**config.mk**
```make
export PLATFORM = sky130hd
export DESIGN_NAME = eth_tx_sched
export DESIGN_NICKNAME = d
export VERILOG_FILES = /design/src/rtl/eth_tx_sched_pkg.sv /design/src/rtl/eth_tx_sched_rr_pick.sv /design/src/rtl/eth_tx_sched.sv
export SDC_FILE = /design/constraint.sdc
export NUM_CORES = 1
export LEC_CHECK = 0
export BUFFER_PORTS_ARGS = -buffer_cell sky130_fd_sc_hd__buf_2
export CAP_MARGIN = 5
export CORE_AREA = 2 2 89 91
export DETAILED_ROUTE_END_ITERATION = 7
export DIE_AREA = 0 0 91 93
export HOLD_SLACK_MARGIN = 0.08
export PLACE_DENSITY = 0.58
export SYNTH_ARGS = -nofsm -noshare
export SYNTH_HDL_FRONTEND = slang
export SYNTH_SLANG_ARGS = --single-unit
```
**constraint.sdc**
```tcl
create_clock -name user_clk -period 1.7 [get_ports user_clk]
set_input_delay 0.17 -clock user_clk [delete_from_list [all_inputs] [get_ports user_clk]]
set_output_delay 0.17 -clock user_clk [all_outputs]
set_load 0.05 [all_outputs]
```
**src/rtl/eth_tx_sched_pkg.sv**
```systemverilog
// Shared types and constants for the Ethernet TX frame scheduler.
package eth_sched_pkg;

  localparam int DATA_W = 64;
  localparam int KEEP_W = 8;

  typedef enum logic [1:0] {
    IDLE = 2'd0,
    XFER = 2'd1,
    GAP  = 2'd2
  } sched_state_t;

  // Width of the inter-frame gap counter; at least one bit so IFG_LEN = 0 still elaborates.
  function automatic int gap_w(input int ifg);
    return (ifg > 0) ? $clog2(ifg + 1) : 1;
  endfunction

endpackage

```
**src/rtl/eth_tx_sched_rr_pick.sv**
```systemverilog
// Combinational round-robin picker: first requester strictly after 'last' in cyclic order.
module rr_pick #(
  parameter int NUM_SRC = 2
) (
  input  logic [NUM_SRC-1:0]         req,
  input  logic [$clog2(NUM_SRC)-1:0] last,
  output logic [$clog2(NUM_SRC)-1:0] grant,
  output logic                       any_req
);

  localparam int IDX_W = $clog2(NUM_SRC);

  int   idx;
  logic found;

  // Scan last+1, last+2, ... wrapping, and keep the first source that is requesting.
  always_comb begin
    grant = last;
    found = 1'b0;
    idx   = 0;
    for (int k = 1; k <= NUM_SRC; k++) begin
      idx = (int'(last) + k) % NUM_SRC;
      if (!found && req[IDX_W'(idx)]) begin
        grant = IDX_W'(idx);
        found = 1'b1;
      end
    end
  end

  assign any_req = |req;

endmodule

```
**src/rtl/eth_tx_sched.sv**
```systemverilog
// Frame-granular round-robin scheduler sharing one 64-bit TX AXI-Stream between NUM_SRC sources.
// A grant is locked for a whole frame and IFG_LEN idle cycles are forced after each tlast.
// Optional build macro: ETH_TX_SCHED_STATS_EN adds per-source frame counters (frame_cnt).
// Handshake: a beat moves on any rising edge where tvalid and tready are both high; only the
// granted source sees tready (equal to m_axis_tready), all others see 0 and simply wait.
module eth_tx_sched
  import eth_sched_pkg::*;
#(
  parameter int NUM_SRC = 2,
  parameter int IFG_LEN = 15
) (
  input  logic                         user_clk,
  input  logic                         cold_reset,
  input  logic [NUM_SRC*DATA_W-1:0]    s_axis_tdata,
  input  logic [NUM_SRC*KEEP_W-1:0]    s_axis_tkeep,
  input  logic [NUM_SRC-1:0]           s_axis_tlast,
  input  logic [NUM_SRC-1:0]           s_axis_tvalid,
  output logic [NUM_SRC-1:0]           s_axis_tready,
  output logic [DATA_W-1:0]            m_axis_tdata,
  output logic [KEEP_W-1:0]            m_axis_tkeep,
  output logic                         m_axis_tlast,
  output logic                         m_axis_tvalid,
  input  logic                         m_axis_tready,
  output logic                         busy,
  output logic [$clog2(NUM_SRC)-1:0]   grant_id,
`ifdef ETH_TX_SCHED_STATS_EN
  output logic [NUM_SRC*32-1:0]        frame_cnt,
`endif
  output sched_state_t                 dbg_state
);

  localparam int IDX_W = $clog2(NUM_SRC);
  localparam int GAP_W = gap_w(IFG_LEN);
  localparam logic [IDX_W-1:0] LAST_INIT = IDX_W'(NUM_SRC - 1);
  localparam logic [GAP_W-1:0] GAP_INIT  = (IFG_LEN > 0) ? GAP_W'(IFG_LEN - 1) : '0;

  sched_state_t      state;
  logic [IDX_W-1:0]  grant;
  logic [IDX_W-1:0]  last_grant;
  logic [IDX_W-1:0]  pick;
  logic              any_req;
  logic [GAP_W-1:0]  gap_cnt;
  logic              busy_q;
  logic              beat_acc;

  rr_pick #(.NUM_SRC(NUM_SRC)) u_pick (
    .req     (s_axis_tvalid),
    .last    (last_grant),
    .grant   (pick),
    .any_req (any_req)
  );

  // Output mux: the granted source drives the MAC only in XFER; everything is zero otherwise.
  always_comb begin
    m_axis_tdata  = '0;
    m_axis_tkeep  = '0;
    m_axis_tlast  = 1'b0;
    m_axis_tvalid = 1'b0;
    s_axis_tready = '0;
    if (state == XFER) begin
      m_axis_tdata         = s_axis_tdata[int'(grant)*DATA_W +: DATA_W];
      m_axis_tkeep         = s_axis_tkeep[int'(grant)*KEEP_W +: KEEP_W];
      m_axis_tlast         = s_axis_tlast[grant];
      m_axis_tvalid        = s_axis_tvalid[grant];
      s_axis_tready[grant] = m_axis_tready;
    end
  end

  assign beat_acc = m_axis_tvalid & m_axis_tready;

  // Scheduler FSM: arbitrate in IDLE, hold the grant until tlast, then count out the gap.
  always_ff @(posedge user_clk) begin
    if (cold_reset) begin
      state      <= IDLE;
      grant      <= '0;
      last_grant <= LAST_INIT;
      gap_cnt    <= '0;
      busy_q     <= 1'b0;
    end else begin
      case (state)
        IDLE: begin
          if (any_req) begin
            grant  <= pick;
            state  <= XFER;
            busy_q <= 1'b1;
          end
        end
        XFER: begin
          if (beat_acc && m_axis_tlast) begin
            last_grant <= grant;
            if (IFG_LEN == 0) begin
              state  <= IDLE;
              busy_q <= 1'b0;
            end else begin
              state   <= GAP;
              gap_cnt <= GAP_INIT;
            end
          end
        end
        GAP: begin
          if (gap_cnt == '0) begin
            state  <= IDLE;
            busy_q <= 1'b0;
          end else begin
            gap_cnt <= gap_cnt - 1'b1;
          end
        end
        default: begin
          state  <= IDLE;
          busy_q <= 1'b0;
        end
      endcase
    end
  end

  assign busy      = busy_q;
  assign grant_id  = grant;
  assign dbg_state = state;

`ifdef ETH_TX_SCHED_STATS_EN
  // Per-source completed-frame counters; wrap naturally at 2^32.
  always_ff @(posedge user_clk) begin
    if (cold_reset) begin
      frame_cnt <= '0;
    end else if (beat_acc && m_axis_tlast) begin
      frame_cnt[int'(grant)*32 +: 32] <= frame_cnt[int'(grant)*32 +: 32] + 32'd1;
    end
  end
`endif

endmodule
```
[After elaboration in Yosys (flattened, before gate mapping)]
Index checks and enable logic that the tools add are counted.
W data, S select, Z words.
Storage, ports and cells
  flip-flop bits (word level): 9
  input port bits: 151
  word-level logic and storage cells: 64
  output and inout port bits: 80
Operators by class
  multiplexer cells: 28
  add/subtract/negate cells: 3
  bitwise operators: 3
  equality and inequality tests: 6
  shifts and indexed selects: 2
  $lt $le $gt $ge: 4
  reduce and logical (&&, ||, !) cells: 13
Operators by type and width (number)
  $shiftx A128 B8 Y64: 1
  $mux W64: 1
  $mux W1: 16
  $shiftx A16 B5 Y8: 1
  $reduce_and A3 Y1: 3
  $mux W2: 4
  $mux W4: 2
  $mux W8: 1
  $pmux W4 S2: 1
  $lt A1 B3 Y1 const B: 2
  $ne A2 B2 Y1 const B: 3
  $pmux W2 S3: 1
  $logic_not A4 Y1: 1
  $reduce_and A2 Y1: 2
  $sub A4 B1 Y4 const B: 1
  $logic_and A1 B1 Y1: 3
  $pmux W1 S3: 1
  $add A1 B1 Y1 const B: 2
  $and A2 B2 Y2: 1
  $eq A2 B1 Y1 const B: 1
  $eq A2 B2 Y1 const B: 1
  $logic_not A2 Y1: 1
  $lt A1 B2 Y1 const B: 1
  $ne A2 B1 Y1 const B: 1
  other kinds (7): 7

[Logic depth before layout (Yosys ltp)]
  word-level depth: 8
  depth in mapped cells: 6
  mapped depth without buffers: 6

[By module]
From an unflattened synthesis, not the netlist that was laid out.
Second synthesis, totals
  cells, all modules: 219
  area, all modules: 1572.8 um^2
Modules (own cells, without submodules)
  eth_tx_sched: area each 1557.7 um^2, times used 1, seq. area each 180.2 um^2, cells each 217
  rr_pick: area each 15.0 um^2, times used 1, seq. area each 0.0 um^2, cells each 2

[Worst setup path after synthesis]
No wires, ideal clock.
  path kind: reg-to-output
  start: register grant, in the netlist grant_id
  end: output port s_axis_tready[1]
  required time: 1.530 ns
  arrival time: 2.350 ns
  setup slack: -0.820 ns
  cell stages (with the launch flop): 5
  cells stage by stage: dfxtp_1 > buf_2 > clkbuf_1 > inv_1 > nor3_1
Between the ends
  cells in the longest elaborated chain, start to end: 6
  elaborated cells between the ends (all ways): 7
  classes of those cells: order compare: 2; mux: 3; bitwise: 1; reduce/logical: 1
RTL lines
  from (decl): RTL line eth_tx_sched.sv:38  | logic [IDX_W-1:0] grant;
  from (signal assigned): RTL line eth_tx_sched.sv:83  | grant <= pick;
  $lt A1 B2 Y1 (not written as such) / $ge A1 B1 Y1 (equally long branches): RTL line eth_tx_sched.sv:65  | s_axis_tready[grant] = m_axis_tready;
  $logic_and A1 B1 Y1 (not written as such): RTL line eth_tx_sched.sv:65
  $mux W1 (not written as such): RTL line eth_tx_sched.sv:65
  $demux W1 S1 *: RTL line eth_tx_sched.sv:65
  $and A2 B2 Y2 (no line) *
  $mux W2 *: RTL line eth_tx_sched.sv:60  | if (state == XFER) begin
  to (decl): RTL line eth_tx_sched.sv:18  | output logic [NUM_SRC-1:0] s_axis_tready,
Mark *: on every way between the ends. The rest lies on a longest branch, timed or not.

[Worst setup path in the final report]
  start: register grant, in the netlist grant_id
  end: register gap_cnt[1]
Between the ends
  cells in the longest elaborated chain, start to end: 7
  elaborated cells between the ends (all ways): 10
  classes of those cells: eq/ne: 1; mux: 6; bitwise: 1; reduce/logical: 2
RTL lines
  $mux W1 (not written as such) (2 in series): RTL line eth_tx_sched.sv:64  | m_axis_tvalid = s_axis_tvalid[grant];
  $mux W1: RTL line eth_tx_sched.sv:60
  $and A1 B1 Y1: RTL line eth_tx_sched.sv:69  | assign beat_acc = m_axis_tvalid & m_axis_tready;
  $logic_and A1 B1 Y1 *: RTL line eth_tx_sched.sv:89  | if (beat_acc && m_axis_tlast) begin
  $ne A2 B1 Y1 (no line) *
  $reduce_and A3 Y1 (no line) *
  to (signal assigned): RTL line eth_tx_sched.sv:105  | gap_cnt <= gap_cnt - 1'b1;
  to (decl): RTL line eth_tx_sched.sv:42  | logic [GAP_W-1:0] gap_cnt;
Mark *: on every way between the ends. The rest lies on a longest branch, timed or not. The select of a mux whose other input is x is not followed.
A chain may end at the register's enable or synchronous reset.

==> results.cfg <==
[finish]
drive_gt1_frac = 0.800
final_cell_count_no_fill = 541
area_growth_pct = 134
n_antenna_cell = 0
final_util = 0.476
nets = 592
fin_area_um2 = 3580
fillCellCount = 762

[place]
dp_cells = 535
dp_hpwl_um = 5620
io_buffers = 230
gp_congestion = 0.801
dpl-instance-area_um2 = 3390

[yosys]
syn-num-nets = 367
synth_commonest_cells = nor2_1, mux2i_1, clkbuf_1, dfxtp_1, buf_2
ys_types = 24
synth_edf_count = 0
ys.flop_type = dfxtp_1
synth_seq_cells = 9
netlist_top_cells_area = mux2i_1, nor2_1, dfxtp_1
yosys_warnings = 0
yosysTopAreaCell = mux2i_1
synthesis.instances = 215
synth_seq_area_share = 0.118
avgSynthCellArea_um2 = 7.11
yosysMostFrequentCell = nor2_1
async_reset_ff_frac = 0
yosysTopAreaCellShare = 0.484
synthesis.area_um2 = 1530

[routing]
ant_nets = 0
topRoutingLayerUsed = met4
totalWireLength_um = 6850
wl_met3_um = 578
m1WireLength_um = 2540
drt_iter0_markers = 46
via_count = 2334
drt-vias-per-instance = 4.31
first_pass_iters = 3
met2WireLength_um = 3630
post_drt_wl_per_cell_um = 12.7
drc = 0

[critical_path]
worst_r2r_endpoint = gap_cnt[1]
start_kind = register
critical_path_buf_inv_count = 1
arrival_ns = 1.86
worstPathRequired_ns = 1.87
cp_slowest_cell = or4_4
reg2reg_depth = 5
slowest_delay_ns = 0.54
critPathKind = register to register
rr_startpoint = grant_id
path_delay_family = simple AND/OR/NAND/NOR gates
critPathMaxFanout = 7
worstPathCellList = buf_4, mux2i_2, or4_4, a31o_1, a31oi_1
end_kind = register
reg2reg_slack_ns = 0.01

[floorplan]
rows = 32
initial_core_util = 0.203
dieArea_um2 = 8460
ios = 231
die_w_um = 91
die_y_um = 93
core_um2 = 7530

[grt]
grt_antenna_before_repair = 0
grt_pass1_wl_um = 10100
grt_max_degree = 38
overflow = 0
grt_pass1_vias = 2296
grt_use_total = 0.142

[pwr]
pwr-share-seq = 0.103
power_mw = 2.37
ir_worst_vdd_uv = 367
p_leak_nw = 1.71
switchingPower_mw = 1.35
pwr-share-clk = 0.108
switching_share = 0.567
power_density_nw_per_um2 = 662
combPwrFrac = 0.789
p_int_mw = 1.03

[cts]
hold_buffers = 0
cts-root-buf = clkbuf_8
cts_tree = yes
clk_pin_slew_ns = 0.05
htree_levels = 1
cts_buffers = 3
clk_latency_ns = 0.24
cts.path.max_buffers = 2
cts.sinks = 9

[job]
max_cap_viol_count = 0

[worst_hold_path]
min_from = cold_reset
hold-path-endpoint = dbg_state[1]
hold_class = input pin to register
hold_depth = 2

[timing]
setup_viol = 0
hold_viol_final = 0
finalCriticalPeriod_ns = 1.69
drv_slew = 0
setup_tns_ns = 0
skew_ns = 0.00396
rsz0062_at_grt = true
fin_crit_sh = 0.993
slew_headroom = 0.710
timing_worst_slew_pin_value_ns = 0.434
fmax_mhz = 592

[run_status]
status = completed
[metrics by stage]
step | worst slack, ns | hold WS, ns
after floorplan | 0.0104 | 0.363
after global placement | 0.185 | 0.457
after detailed placement | 0.166 | 0.456
after CTS | -0.00299 | 0.198
after global routing | -0.0459 | 0.223
final | 0.0115 | 0.209
[routing by layer]
layer,GRT usage,vias up
met2,0.278,120
li1,-,1180
met5,0,-
met4,0.0316,0
met3,0.0298,9
met1,0.155,1025
[worst max path at each step]
stage	startpoint	end	slack (ns)	cells after the start
2_1_floorplan	grant_id	last_grant	0.01	5
3_3_place_gp	dbg_state[1]	gap_cnt[1]	0.19	4
3_5_place_dp	grant_id	gap_cnt[1]	0.17	4
4_1_cts	grant_id	m_axis_tdata[37]	-0.003	4
5_1_grt	grant_id	gap_cnt[1]	-0.05	5
6_report	grant_id	gap_cnt[1]	0.01	5
[worst reg2reg max path, delay by kind of cell, from the launching register on]
| kind | cells | cell delay, ns |
|---|---|---|
| muxes | 1 | 0.16 |
| AOI/OAI and AO/OA | 2 | 0.37 |
| buffers and inverters | 1 | 0.17 |
| and+or+nand+nor | 1 | 0.54 |
| DFF | 1 | 0.38 |
[sequential cells by signal, summed over array words and instances (netlist names)]
| register | cells |
|---|---|
| dbg_state | 2 |
| grant_id | 1 |
| busy | 1 |
| gap_cnt | 4 |
| last_grant | 1 |
[power groups by stage]
stage	clock (mW)	combinational [mW]	sequential [mW]
2_1_floorplan	0	1.36	0.270
3_3_place_gp	0	1.78	0.248
3_5_place_dp	0	1.80	0.249
4_1_cts	0.266	1.81	0.246
5_1_grt	0.282	1.97	0.246
6_report	0.256	1.87	0.244
[area by class of cell]
class                           instances  area, um^2  area share
Timing Repair Buffer                  240        1310       0.366
Tap cell                              102         128      0.0356
Inverter                                5        18.8     0.00524
Sequential cell                         9         191      0.0534
Clock buffer                            3        41.3      0.0115
Clock inverter                          1        5.00     0.00140
Multi-Input combinational cell        181        1890       0.527
[cells in the final DEF (no fill, tap or decap), types with 4 or more instances in the layout]
master and n:
buf_2 229, buf_4 6, dfxtp_1 6, inv_1 5
mux2i_1 48, mux2i_2 26, nor2_1 5, nor2_2 4
nor2_4 70
[cell families (layout without fill, tap and decap cells)]
| family | Yosys count | count (layout) | synth area share |
|---|---|---|---|
| xor+xnor | 2 | 2 | 0.0115 |
| buf+inv | 25 | 249 | 0.0761 |
| fa+ha+maj | 1 | 1 | 0.00818 |
| simple gates | 91 | 91 | 0.245 |
| compound gates | 13 | 13 | 0.0565 |
| mux | 74 | 74 | 0.484 |
| flops | 9 | 9 | 0.118 |
[repair_timing]
item,CTS,global route
buffers inserted,0,1
gates resized for setup,3,25
cloned,0,1
endpoints found under the setup margin,6,70
Power figures use the tool's default switching activity.
